===== config.mk =====
export PLATFORM = sky130hd
export DESIGN_NAME = ones_comp_accumulator_flat
export DESIGN_NICKNAME = d
export VERILOG_FILES = /design/src/rtl/ones_comp_accumulator_if.sv /design/src/rtl/ones_comp_accumulator.sv /design/src/flat_wrapper.sv
export SDC_FILE = /design/constraint.sdc
export NUM_CORES = 1
export LEC_CHECK = 0
export ABC_AREA = 1
export CORE_MARGIN = 2
export CORE_UTILIZATION = 45
export CTS_BUF_LIST = sky130_fd_sc_hd__clkbuf_16
export DETAILED_ROUTE_END_ITERATION = 8
export MAX_ROUTING_LAYER = met4
export PLACE_DENSITY = 0.74
export SYNTH_ARGS = -nofsm -noshare
export SYNTH_HDL_FRONTEND = slang
export SYNTH_SLANG_ARGS = --single-unit

===== constraint.sdc =====
create_clock -name clk -period 2.6 [get_ports clk]
set_input_delay 0.52 -clock clk [delete_from_list [all_inputs] [get_ports clk]]
set_output_delay 0.52 -clock clk [all_outputs]
set_load 0.03 [all_outputs]

===== src/rtl/ones_comp_accumulator_if.sv =====
// Handshake bundle for the one's-complement accumulator: word input stream,
// result output stream and frame control.
interface ones_comp_accumulator_if #(
  parameter int WIDTH = 16,
  parameter int CNT_W = 8
);
  logic             clear;
  logic             in_valid;
  logic             in_ready;
  logic [WIDTH-1:0] in_data;
  logic             in_last;
  logic             out_valid;
  logic             out_ready;
  logic [WIDTH-1:0] sum;
  logic [WIDTH-1:0] checksum;
  logic [CNT_W-1:0] word_count;
  logic             busy;

  modport master (
    output clear, in_valid, in_data, in_last, out_ready,
    input  in_ready, out_valid, sum, checksum, word_count, busy
  );

  modport slave (
    input  clear, in_valid, in_data, in_last, out_ready,
    output in_ready, out_valid, sum, checksum, word_count, busy
  );
endinterface


===== src/rtl/ones_comp_accumulator.sv =====
// Streaming one's-complement accumulator with end-around carry; presents the
// frame sum, its complement and the accepted-word count over a handshake.
module ones_comp_accumulator #(
  parameter int WIDTH     = 16,
  parameter int CNT_W     = 8,
  parameter int NORM_ZERO = 0
) (
  input  logic clk,
  input  logic rst,
  ones_comp_accumulator_if.slave bus
);

  // state | meaning
  // IDLE  | waiting for the first word of a frame, acc cleared
  // ACCUM | frame in progress, more words expected
  // DONE  | result presented, waiting for out_ready
  typedef enum logic [1:0] {IDLE, ACCUM, DONE} state_t;

  state_t           state_q, state_d;
  logic [WIDTH-1:0] acc_q, acc_d;
  logic [CNT_W-1:0] cnt_q, cnt_d;

  logic             accept;
  logic [WIDTH:0]   t_sum;
  logic [WIDTH-1:0] folded;
  logic [WIDTH-1:0] sum_out;

  // Folding the carry into bit 0 cannot carry again, so one cycle suffices.
  assign t_sum  = {1'b0, acc_q} + {1'b0, bus.in_data};
  assign folded = t_sum[WIDTH-1:0] + WIDTH'(t_sum[WIDTH]);
  assign accept = bus.in_valid && (state_q != DONE);

  always_comb begin
    state_d = state_q;
    acc_d   = acc_q;
    cnt_d   = cnt_q;
    case (state_q)
      IDLE, ACCUM: begin
        if (accept) begin
          acc_d   = folded;
          cnt_d   = (&cnt_q) ? cnt_q : cnt_q + CNT_W'(1);
          state_d = bus.in_last ? DONE : ACCUM;
        end
      end
      DONE: begin
        if (bus.out_ready) begin
          state_d = IDLE;
          acc_d   = '0;
          cnt_d   = '0;
        end
      end
      default: begin
        state_d = IDLE;
        acc_d   = '0;
        cnt_d   = '0;
      end
    endcase
    if (bus.clear) begin
      state_d = IDLE;
      acc_d   = '0;
      cnt_d   = '0;
    end
  end

  always_ff @(posedge clk or posedge rst) begin
    if (rst) begin
      state_q <= IDLE;
      acc_q   <= '0;
      cnt_q   <= '0;
    end else begin
      state_q <= state_d;
      acc_q   <= acc_d;
      cnt_q   <= cnt_d;
    end
  end

  // Negative zero may be reported as +0; the internal accumulator is untouched.
  assign sum_out        = ((NORM_ZERO != 0) && (&acc_q)) ? '0 : acc_q;
  assign bus.sum        = sum_out;
  assign bus.checksum   = ~sum_out;
  assign bus.word_count = cnt_q;
  assign bus.in_ready   = (state_q != DONE);
  assign bus.out_valid  = (state_q == DONE);
  assign bus.busy       = (state_q == ACCUM);

endmodule


===== src/flat_wrapper.sv =====
// flat-port wrapper written by rule: the top's interface ports become plain ports
module ones_comp_accumulator_flat 
#(
  parameter int WIDTH     = 16,
  parameter int CNT_W     = 8,
  parameter int NORM_ZERO = 0
)
  (clk, rst, bus_clear, bus_in_valid, bus_in_data, bus_in_last, bus_out_ready, bus_in_ready, bus_out_valid, bus_sum, bus_checksum, bus_word_count, bus_busy);
  ones_comp_accumulator_if #(.WIDTH(WIDTH), .CNT_W(CNT_W)) bus_i ();
  input  logic clk;
  input  logic rst;
  input wire logic [$bits(bus_i.clear)-1:0] bus_clear;
  input wire logic [$bits(bus_i.in_valid)-1:0] bus_in_valid;
  input wire logic [$bits(bus_i.in_data)-1:0] bus_in_data;
  input wire logic [$bits(bus_i.in_last)-1:0] bus_in_last;
  input wire logic [$bits(bus_i.out_ready)-1:0] bus_out_ready;
  output wire logic [$bits(bus_i.in_ready)-1:0] bus_in_ready;
  output wire logic [$bits(bus_i.out_valid)-1:0] bus_out_valid;
  output wire logic [$bits(bus_i.sum)-1:0] bus_sum;
  output wire logic [$bits(bus_i.checksum)-1:0] bus_checksum;
  output wire logic [$bits(bus_i.word_count)-1:0] bus_word_count;
  output wire logic [$bits(bus_i.busy)-1:0] bus_busy;
  assign bus_i.clear = bus_clear;
  assign bus_i.in_valid = bus_in_valid;
  assign bus_i.in_data = bus_in_data;
  assign bus_i.in_last = bus_in_last;
  assign bus_i.out_ready = bus_out_ready;
  assign bus_in_ready = bus_i.in_ready;
  assign bus_out_valid = bus_i.out_valid;
  assign bus_sum = bus_i.sum;
  assign bus_checksum = bus_i.checksum;
  assign bus_word_count = bus_i.word_count;
  assign bus_busy = bus_i.busy;
  ones_comp_accumulator #(.WIDTH(WIDTH), .CNT_W(CNT_W), .NORM_ZERO(NORM_ZERO)) u_core (.clk(clk), .rst(rst), .bus(bus_i));
endmodule

-- Word level (Yosys, flattened, before mapping)
Index checks and enable logic that the tools add are counted.
- memories kept: 0
- bits in writable memories: 0
- memory bits (read-only): 0
- bits in latches: 0
- flip-flop bits (word level): 26
- bits of input ports: 22
- logic and storage cells: 33
- output and inout bits: 43
- bitwise gates (word level): 1
- equal/unequal tests: 6
- order comparisons: 0
- reductions and logical operators: 6
- add/sub/neg operators: 3
- shift operators: 0
- divide/modulo/power cells: 0
- mux-type cells: 14
- multipliers: 0
- operators by type and width (operator ; number):
    $mux 16 ; 3
    $mux 8 ; 4
    $pmux 16 s2 ; 1
    $add 16x16->17 ; 1
    $add 16x1->16 ; 1
    $not 16->16 ; 1
    $pmux 8 s2 ; 1
    $add 8x1->8 const B ; 1
    $mux 2 ; 4
    $reduce_and 8->1 ; 1
    $ne 3x3->1 const B ; 2
    $pmux 2 s2 ; 1
    $ne 3x2->1 const B ; 1
    $reduce_and 3->1 ; 1
    $eq 2x1->1 const B ; 1
    $eq 2x2->1 const B ; 1
    $logic_not 2->1 ; 1
    $ne 2x2->1 const B ; 1
    $reduce_and 2->1 ; 1
    $reduce_or 2->1 ; 1
    $logic_and 1x1->1 ; 1

-- Depth between registers and ports, before layout
Gate-level depths: netlist (run 1).
- depth after elaboration: 5
- depth in mapped cells: 22
- depth with buffers taken out: 22

-- Least setup slack after synthesis (run 1)
No wires, ideal clock.
- path type: register to register
- from: reg u_core.acc_q[1], in the netlist u_core.bus.sum[1]
- to: reg u_core.acc_q[12], in the netlist u_core.bus.sum[12]
- path buffers: 0
- data required time: 2469 ps
- period minus slack after synthesis: 3177 ps
- setup time: 131 ps
- cell stages (with the launch flop): 22
- path slack: -577 ps
- arrival time: 3045 ps
- path through: dfrtp_1 > inv_1 > fa_1 > inv_1 > nand2_1 > nand3_1 > nand2_1 > nand2_1 > a21oi_1 > o21bai_1 > ha_1 > nand2_1 > nor2_4 > nand3_4 > nor2_4 > nand3_4 > nor2_8 > nand2_4 > nor2_4 > nand2_1 > nand3_1 > o21ai_1
- cells in the longest elaborated chain, start to end: 5
- ends and longest elaborated chain (what ; RTL line ; source):
    start: declaration ; ones_comp_accumulator.sv:20 ; logic [WIDTH-1:0] acc_q, acc_d;
    start signal: assignment ; ones_comp_accumulator.sv:68 ; acc_q <= '0;
    start signal: assignment ; ones_comp_accumulator.sv:72 ; acc_q <= acc_d;
    $add 16x16->17 ; ones_comp_accumulator.sv:29 ; assign t_sum = {1'b0, acc_q} + {1'b0, bus.in_data};
    $add 16x1->16 ; ones_comp_accumulator.sv:30 ; assign folded = t_sum[WIDTH-1:0] + WIDTH'(t_sum[WIDTH]);
    $mux 16 ; ones_comp_accumulator.sv:39 ; if (accept) begin
    $pmux 16 s2 ; ones_comp_accumulator.sv:37 ; case (state_q)
    $mux 16 ; ones_comp_accumulator.sv:58 ; if (bus.clear) begin
Every way passes these cells. The select of a mux whose other input is x is not followed.
A chain may end at the register's enable or synchronous reset.

-- Worst setup path after layout (run 1)
- from: reg u_core.acc_q[0], in the netlist u_core.bus.sum[0]
- to: reg u_core.acc_q[9], in the netlist u_core.bus.sum[9]
Same word-level chain as after synthesis.

==> flow_summary.ini, run 1 <==
[die]
die_h_um = 78.0
num_io_pins = 65
rows = 26
die_w_um = 78.0
core-area_sq_um = 5200
die_area_sq_um = 6080
initial_utilization_pct = 47.3

[synthesis]
synth_top_flop_cell = dfrtp_1
syn_inst = 377
synthMuxAreaShare_pct = 0
netlist_area_sq_um = 2460
ys_ff_latch = 26
synth.avg_cell_area_sq_um = 6.53
mappedNetlistNets = 419
ys_seq_area_share_pct = 26.4
ys_warn_count = 0
synth_top_family_by_area = simple AND/OR/NAND/NOR gates
synth_compound_gate_area_share_pct = 11.4
ys_types = 35
synth_edf_count = 0
ys_async_sr_fraction_pct = 100
yosys.area_share.simple_pct = 39.4
synth_fa_ha_area_share_pct = 10.5
synthXorXnorAreaFrac_pct = 0.356

[final_layout]
area_delta_synth_final_pct = 75.7
drive_above_1_share_pct = 36.0
fillers = 325
nets = 577
fin_util_pct = 83.1
antennaDiodeCount = 0
stdcell_area_sq_um = 4330

[worst_hold_path]
min_from = u_core.bus.word_count[7]
hold_depth = 1
holdPathEnd = u_core.bus.word_count[7]
hold_class = register to register

[pwr]
p_comb_share_pct = 76.3
power_density_nw_per_um2 = 982
peakVddDrop_v = 0.000605
leakage_nw = 2.23
internal-power_mw = 2.12
swShare_pct = 50.1
p_switching_mw = 2.13
power_frac_clock_pct = 8.8
seqPwrFrac_pct = 14.9

[placement]
placed_cell_area_sq_um = 3760
pre_cts_ws_ps = -1050
place_hpwl_mm = 6.43
gp_congestion = 0.945
port_buffers = 64

[sta]
fin_ws_ps = -497
tns_ps = -4760
fin_crit_sh_pct = 119
tightestPinTransition_ps = 533
fin_skew_ps = 5.85
slew-limit-headroom_pct = 64.4
max_freq_ghz = 0.323
hold_viol = 0
rsz0062_at_grt = yes
setup_viol = 14
hold_ws_ps = 514
drv_slew = 0
period_minus_slack_ps = 3100

[clock_tree]
cts_sinks = 26
root_buffer = clkbuf_16
clk_pin_slew_ps = 70
cts_buffers = 3
clk_latency_ps = 270
hold_buffers = 0
h-tree-depth = 1
cts_buffer_depth = 2
cts_tree = built

[detailed_routing]
wl_per_cell_um = 17.1
route.final.wire_length_mm = 10.3
viasPerCell = 5.67
vias = 3420
dr.pass1.iters = 5
drt_iter0_markers = 349
drc = 0
ant_nets = 0

[grt]
grt_max_degree = 27
first_global_vias = 3301
antenna_found_initial = 0
grt_pass1_wl_mm = 14.5
grt-ovfl-total = 0
track_usage_pct = 30.9

[setup_path]
r2r_setup_slack_ps = -500
critPathMaxFanout = 4
endpoint_kind = register
reg2reg_depth = 21
r2r_end = u_core.bus.sum[9]
crit_type = register to register
critPathRequiredTime_ps = 2760
crit_path_start_kind = register
arrival_ps = 3250
reg2reg_from = u_core.bus.sum[0]

[run_status]
violations = negative setup slack
outcome = complete, but fails checks

[job]
maxCapViolations = 0
## state kept, by name (all words and copies together), names as in the netlist
name                   count
u_core.state_q             2
u_core.bus.sum            16
u_core.bus.word_count      8
## cells in the final DEF (no fill, tap or decap), types with 4 or more instances in the layout
cell type        synthesis  final
a21oi_1                 21     18
buf_2                    1      5
buf_4                    1     89
clkdlybuf4s15_1          0      5
clkdlybuf4s50_1          0     50
dfrtp_1                 26     20
dfrtp_2                  0      6
ha_1                    19      4
ha_4                     0     14
inv_1                   72     64
inv_2                    2     10
nand2_1                113    100
nand2_2                  8     12
nand2_4                  1     10
nand3_1                 33     29
nand3_2                  2      5
nand4_1                  6      6
nor2_1                  23     17
nor2_4                   4      8
o21ai_0                 11      7
o21ai_1                  1      4
o22ai_1                  8      4
o22ai_2                  0      4
## cells in the mapped netlist (6+ instances only)
cell / n / share of area (%)
dfrtp_1: 26 / 26
nand4_1: 6 / 1.5
ha_1: 19 / 9.7
o21ai_0: 11 / 2.2
nand3_1: 33 / 6.7
nand2_1: 113 / 17
nand2_2: 8 / 2.0
a21oi_1: 21 / 4.3
o22ai_1: 8 / 2.0
inv_1: 72 / 11
nor2_1: 23 / 3.5
## power by group through the flow
stage	Sequential, mW	Clock, mW	Combinational, mW
after floorplan	0.814	0	1.28
after global placement	0.618	0	2.54
after detailed placement	0.620	0	2.60
after CTS	0.625	0.361	2.87
after global routing	0.645	0.378	3.42
final	0.635	0.372	3.24
## worst max-delay path by stage
stage | startpoint | cells past startpoint | endpoint | slack [ps]
after floorplan | u_core.bus.sum[0] | 22 | u_core.bus.sum[12] | -290
after global placement | bus_in_data[0] | 23 | u_core.bus.sum[12] | -900
after detailed placement | bus_in_data[0] | 23 | u_core.bus.sum[12] | -1050
after CTS | u_core.bus.sum[12] | 20 | u_core.bus.sum[12] | -370
after global routing | u_core.bus.sum[0] | 21 | u_core.bus.sum[9] | -590
final | u_core.bus.sum[0] | 21 | u_core.bus.sum[9] | -500
## routing by layer
metal	GRT usage (%)	wire length, um	up-vias
li1	-	-	1519
met2	54.9	5100	232
met4	13.0	366	0
met5	-	0	-
met3	3.37	796	50
met1	35.2	4040	1619
## per-stage QoR
| stage | power, mW | cells |
|---|---|---|
| final | 4.25 | 603 |
| after floorplan | 2.10 | 377 |
| after detailed placement | 3.22 | 573 |
| after global routing | 4.44 | 603 |
| after CTS | 3.86 | 595 |
| after global placement | 3.16 | 573 |
## worst max-delay path: stages, from the launching register on
cell and delay, ps:
dfrtp_2 400, ha_4 160, inv_2 40, fa_2 350
inv_2 100, nand2_4 70, nand3_4 110, nand2_4 70
nand2_4 80, a21oi_4 50, o21bai_2 190, buf_4 150
ha_4 120, inv_2 40, nor2_4 120, nand3_2 100
nor3_2 200, nand3_1 110, nor2_2 200, a21oi_1 140
o21ai_0 100, o21ai_1 90
## repair_timing
| item | 4_1_cts | 5_1_grt |
|---|---|---|
| pin swaps | 30 | 38 |
| gates cloned | 0 | 0 |
| resized for setup | 69 | 37 |
| setup endpoints to repair | 15 | 14 |
| setup buffers | 19 | 12 |
## logic make-up (layout without fill, tap and decap cells)
group,after synthesis,after routing
xor gates and xnor gates,1,1
AOI/OAI and AO/OA,49,49
buffers and inverters,77,233
and+or+nand+nor,204,204
adders and majority gates,20,20
DFF,26,26
## cell type report
type | instances | area (sq um) | area share, %
clock buffers | 3 | 75.1 | 1.74
inverters | 74 | 278 | 6.42
multi-input cells | 274 | 1910 | 44.1
flip-flops and latches | 26 | 658 | 15.2
well taps | 70 | 87.6 | 2.02
repair buffers | 156 | 1320 | 30.5
(Power assumes the default switching activity.)
==> run 2, diff against run 1 <==
CORE_MARGIN = not set   (was 2)
==> run 2 against run 1 <==
Effect of this change: the run still ends with negative setup slack left; worst hold slack lost 2.9 ps; final cell count shrank 0.50%; register-to-register slack gained 110 ps; first-iteration DRC count shrank 37%; critical path type unchanged; total power is essentially flat; sequential share of layout area shrank 0.095 points.
==> flow_summary.ini, run 2 (synthesis results as in run 1) <==
[run_status]
outcome = complete, but fails checks
violations = negative setup slack

[final_layout]
fin_util_pct = 84.0
fillers = 319
nets = 573
largest_register_ffs = 16
final_common_cell = nand2_1
stdcell_area_sq_um = 4340
antennaDiodeCount = 0
drive_above_1_share_pct = 35.5
mostFrequentLayoutCells = nand2_1, buf_4, inv_1
area_delta_synth_final_pct = 76.5

[worst_hold_path]
hold_class = register to register
hold_depth = 1

[detailed_routing]
route.final.wire_length_mm = 9.29
drc = 0
ant_nets = 0
wl_per_cell_um = 15.5
viasPerCell = 5.34
drt_iter0_markers = 219
dr.pass1.iters = 4
vias = 3203

[setup_path]
endpoint_kind = register
reg2reg_from = u_core.bus.sum[11]
cp-startpoint = u_core.bus.sum[11]
reg2reg_depth = 20
crit_type = register to register
arrival_ps = 3140
critPathRequiredTime_ps = 2760
critPathMaxFanout = 4
crit_end = u_core.bus.sum[12]
r2r_end = u_core.bus.sum[12]
crit_path_start_kind = register
r2r_setup_slack_ps = -380

[placement]
gp_congestion = 0.950
place_hpwl_mm = 6.36
port_buffers = 64
placed_cell_area_sq_um = 3760
pre_cts_ws_ps = -964

[sta]
tightestPinTransition_ps = 481
hold_viol = 0
max_freq_ghz = 0.335
hold_ws_ps = 511
period_minus_slack_ps = 2980
fin_ws_ps = -384
slew-limit-headroom_pct = 67.9
fin_crit_sh_pct = 115
drv_slew = 0
setup_viol = 12
fin_skew_ps = 4.29
rsz0062_at_grt = yes

[die]
die_w_um = 76.0
rows = 26
die_h_um = 76.0
initial_utilization_pct = 47.6
num_io_pins = 65
die_area_sq_um = 5770
core-area_sq_um = 5170

[clock_tree]
cts_buffer_depth = 2
cts_buffers = 3
hold_buffers = 0
clk_pin_slew_ps = 70
cts_tree = built
cts_sinks = 26
h-tree-depth = 1
clk_latency_ps = 270
root_buffer = clkbuf_16

[grt]
grt_max_degree = 27
grt_pass1_wl_mm = 13.8
grt-ovfl-total = 0
first_global_vias = 3127
antenna_found_initial = 0
track_usage_pct = 30.6

[pwr]
power_density_nw_per_um2 = 978
peakVddDrop_v = 0.000664
leakage_nw = 2.24

[job]
maxCapViolations = 0
-- run 2: critical path, stage by stage, from the launching register on --
cell      delay [ps]
dfrtp_2          430
ha_4             290
nand2_4           60
nor3_4           220
and2_4           190
nand2_4           60
nand2_4           80
a21oi_2           50
o21bai_2         160
ha_2             190
nand2_2           70
nor2_4           140
nand3_4           90
nor2_4           130
nand3_4          120
nor2_8           160
nand2_4           80
nor2_4           150
nand2_1           70
nand3_1           60
o21ai_1           70
-- run 2: where the power goes --
group | total, mW | leakage (nW) | switching [mW] | internal (mW)
sequential | 0.647 | 0.338 | 0.137 | 0.510
combinational | 3.14 | 1.85 | 1.77 | 1.37
clock | 0.466 | 0.0511 | 0.159 | 0.307
total | 4.25 | 2.24 | 2.06 | 2.19
-- run 2: how the worst min path moves through the flow --
| stage | start | to | slack, ps |
|---|---|---|---|
| after floorplan | u_core.state_q[0] | u_core.state_q[0] | 540 |
| after global placement | u_core.bus.word_count[7] | u_core.bus.word_count[7] | 510 |
| after detailed placement | u_core.bus.word_count[7] | u_core.bus.word_count[7] | 510 |
| after CTS | u_core.bus.word_count[7] | u_core.bus.word_count[7] | 520 |
| after global routing | u_core.bus.word_count[7] | u_core.bus.word_count[7] | 540 |
| final | u_core.bus.word_count[7] | u_core.bus.word_count[7] | 510 |
-- run 2: layout make-up --
class	count	area (sq um)	share of cell area (%)
Inverter	74	278	6.39
Tap cell	70	87.6	2.02
Clock inverter	1	30.0	0.691
Timing Repair Buffer	152	1290	29.7
Sequential cell	26	657	15.1
Multi-Input combinational cell	274	1930	44.4
Clock buffer	3	75.1	1.73
-- run 2: per-layer routing --
metal / wire length [um] / GRT usage, % / part of all wire, %
met5: 0 / - / 0
met2: 4590 / 53.7 / 49
met3: 596 / 3.61 / 6.4
met4: 401 / 12.3 / 4.3
met1: 3700 / 35.4 / 40
-- run 2: repair_timing --
action / in CTS / in global routing
pin swaps: 29 / 38
buffers inserted: 17 / 8
endpoints found under the hold margin: 0 / 0
endpoints found under the setup margin: 14 / 14
resized for setup: 60 / 42
-- run 2: metrics by stage --
stage / setup TNS, ps / std cells / total power, mW
2_1_floorplan: -1750 / 377 / 2.10
3_3_place_gp: -10240 / 573 / 3.18
3_5_place_dp: -11880 / 573 / 3.23
4_1_cts: -2530 / 594 / 3.96
5_1_grt: -4810 / 600 / 4.48
6_report: -3570 / 600 / 4.25
==> run 3, diff against run 2 <==
ABC_AREA = not set   (was 1)
CORE_UTILIZATION = 44   (was 45)
GPL_ROUTABILITY_DRIVEN = 0   (was not set)
PLACE_DENSITY = 0.73   (was 0.74)
SKIP_CTS_REPAIR_TIMING = 1   (was not set)
==> run 3 against run 2 <==
Effect of this change: the flow finishes with violations (design-rule violations, negative setup slack); total power is 30% higher; setup slack worse by 700 ps; worst hold slack gained 33 ps; die area is 0.83% lower; final area down 5.4%; clock power is 3% higher; critical endpoint is now u_core.bus.sum[13]; largest power group unchanged.
==> flow_summary.ini, run 3 <==
[clock_tree]
cts_tree = built
clk_latency_ps = 270
cts_buffers = 3
h-tree-depth = 1
clk_pin_slew_ps = 80
cts_buffer_depth = 2
cts_sinks = 26
root_buffer = clkbuf_16

[synthesis]
ys_async_sr_fraction_pct = 100
synth_edf_count = 0
synth_area_leaders = dfrtp_1, ha_1, xnor2_1
syn_inst = 268
ys_types = 61
ys_warn_count = 0
ys_seq_area_share_pct = 27.3
synth_top_cell_by_area = dfrtp_1
ys_ff_latch = 26
synth.most_common_cell = dfrtp_1
yosys.area.top_type_share_pct = 27.3
synth.avg_cell_area_sq_um = 8.90
synth_top_flop_cell = dfrtp_1
mappedNetlistNets = 310
netlist_area_sq_um = 2390
yosys-top-cells-count = dfrtp_1, inv_1, nor2_1

[detailed_routing]
met1Wirelength_mm = 3.02
ant_nets = 0
routed-wl-met2_mm = 4.47
wl_met3_um = 597
vias = 2751
dr.pass1.iters = 6
drt_iter0_markers = 142
drc = 2
viasPerCell = 5.68
highest_layer = met4
wl_per_cell_um = 17.2
route.final.wire_length_mm = 8.32

[sta]
fin_skew_ps = 1.76
tightestPinTransition_ps = 741
drv_slew = 0
slew-limit-headroom_pct = 50.5
fin_crit_sh_pct = 142
hold_viol = 0
max_freq_ghz = 0.271
fin_ws_ps = -1090
setup_viol = 16
rsz0062_at_grt = yes
hold_ws_ps = 544
period_minus_slack_ps = 3690

[grt]
grt_max_degree = 20
grt_pass1_wl_mm = 11.7
track_usage_pct = 28.3
grt-ovfl-total = 0
antenna_found_initial = 0
first_global_vias = 2606

[placement]
place_hpwl_mm = 5.81
port_buffers = 64

[setup_path]
critPathRequiredTime_ps = 2720
crit_type = input pin to register
arrival_ps = 3810
reg2reg_depth = 18
critical_path_buf_inv_count = 2
endpoint_kind = register
path_common_cell = a21o_1
slowest_delay_ps = 360
cp_cell_sequence = dlymetal6s2s_1 > ha_4 > inv_2 > fa_2 > nor2b_4 > o31ai_4 > a211oi_2 > o21ai_2 > o21bai_1 > a21o_1 > a21o_1 > a21o_1 > ha_1 > nor3b_2 > nand3_2 > and4b_1 > nand4_1 > xnor2_1 > o22ai_1
critPathMaxFanout = 2
critical_path.top_delay_family = compound AO/OA/AOI/OAI gates
crit_path_start_kind = input pin
cp_num_cells = 19
crit_path_top_delay_cell = fa_2

[die]
rows = 26
die_area_sq_um = 5720
die_w_um = 75.6
num_io_pins = 65
die_h_um = 75.6
initial_utilization_pct = 46.1
core-area_sq_um = 5170

[final_layout]
drive_above_1_share_pct = 35.0
area_delta_synth_final_pct = 72.2
final_common_cell = buf_4
nets = 457
largest_register_ffs = 16
antennaDiodeCount = 0
mostFrequentLayoutCells = buf_4, clkdlybuf4s50_1, inv_1, dfrtp_1, nor2_1
fin_util_pct = 79.4

[worst_hold_path]
hold_class = register to register
hold_depth = 1

[pwr]
peakVddDrop_v = 0.000686
leakage_nw = 1.89
power_mw = 5.53
power_density_nw_per_um2 = 1350

[run_status]
violations = design-rule violations, negative setup slack
outcome = complete, but fails checks

[job]
maxCapViolations = 0
[run 3: cell types whose count changed after synthesis, sizes merged, moves of 5 or more]
cell / previous run / this run
o22ai: 8 / 13
nor2: 29 / 20
o211ai: 0 / 5
xnor2: 1 / 15
xor2: 0 / 10
inv: 74 / 25
a21oi: 21 / 12
nand2: 122 / 19
a21o: 0 / 6
nand3: 37 / 6
nor2b: 0 / 5
clkbuf: 1 / 6
[run 3: kinds of logic after synthesis]
group / after synthesis / share of synthesized area [%]
AOI/OAI and AO/OA: 78 / 26.0
xor gates and xnor gates: 25 / 9.49
adders and majority gates: 20 / 10.8
buffers and inverters: 32 / 5.35
DFF: 26 / 27.3
muxes: 1 / 0.420
and+or+nand+nor: 86 / 20.7
[run 3: worst paths after layout]
| kind | slack [ps] | startpoint | endpoint |
|---|---|---|---|
| setup / recovery | -1090 | bus_in_data[0] | u_core.bus.sum[13] |
| hold / removal | 540 | u_core.bus.word_count[0] | u_core.bus.word_count[0] |
| setup reg to reg | -1070 | u_core.bus.sum[0] | u_core.bus.sum[13] |
| hold reg to reg | 540 | u_core.bus.word_count[0] | u_core.bus.word_count[0] |
| max in group asynchronous | 1300 | rst | u_core.bus.sum[8] |
| min in group asynchronous | 680 | rst | u_core.bus.sum[15] |
[run 3: cell type report]
class | instances | area [sq um]
Sequential cell | 26 | 654
Fill cell | 323 | 1060
Clock inverter | 1 | 30.0
Inverter | 25 | 93.8
Tap cell | 70 | 87.6
Clock buffer | 3 | 75.1
Timing Repair Buffer | 149 | 1310
Multi-Input combinational cell | 210 | 1860
[run 3: routing by layer]
| metal | vias to the layer above | GRT usage (%) |
|---|---|---|
| li1 | 1275 | - |
| met1 | 1302 | 29.9 |
| met2 | 146 | 53.2 |
| met3 | 28 | 5.16 |
| met4 | 0 | 8.85 |
| met5 | - | - |
[run 3: metrics by stage]
step	std cells	instance area (sq um)	setup slack [ps]	setup TNS, ps
finish	484	4110	-1090	-11970
global route	484	4110	-1250	-14340
CTS	478	3880	-1310	-16490
detailed placement	474	3780	-1540	-20080
global placement	474	3780	-1440	-18740
floorplan	268	2490	-884	-9220
[run 3: where the power goes]
| group | total (mW) | internal (mW) | switching (mW) | leakage [nW] |
|---|---|---|---|---|
| sequential | 0.652 | 0.528 | 0.124 | 0.341 |
| combinational | 4.40 | 2.14 | 2.26 | 1.50 |
| clock | 0.478 | 0.307 | 0.171 | 0.0511 |
| total | 5.53 | 2.98 | 2.55 | 1.89 |
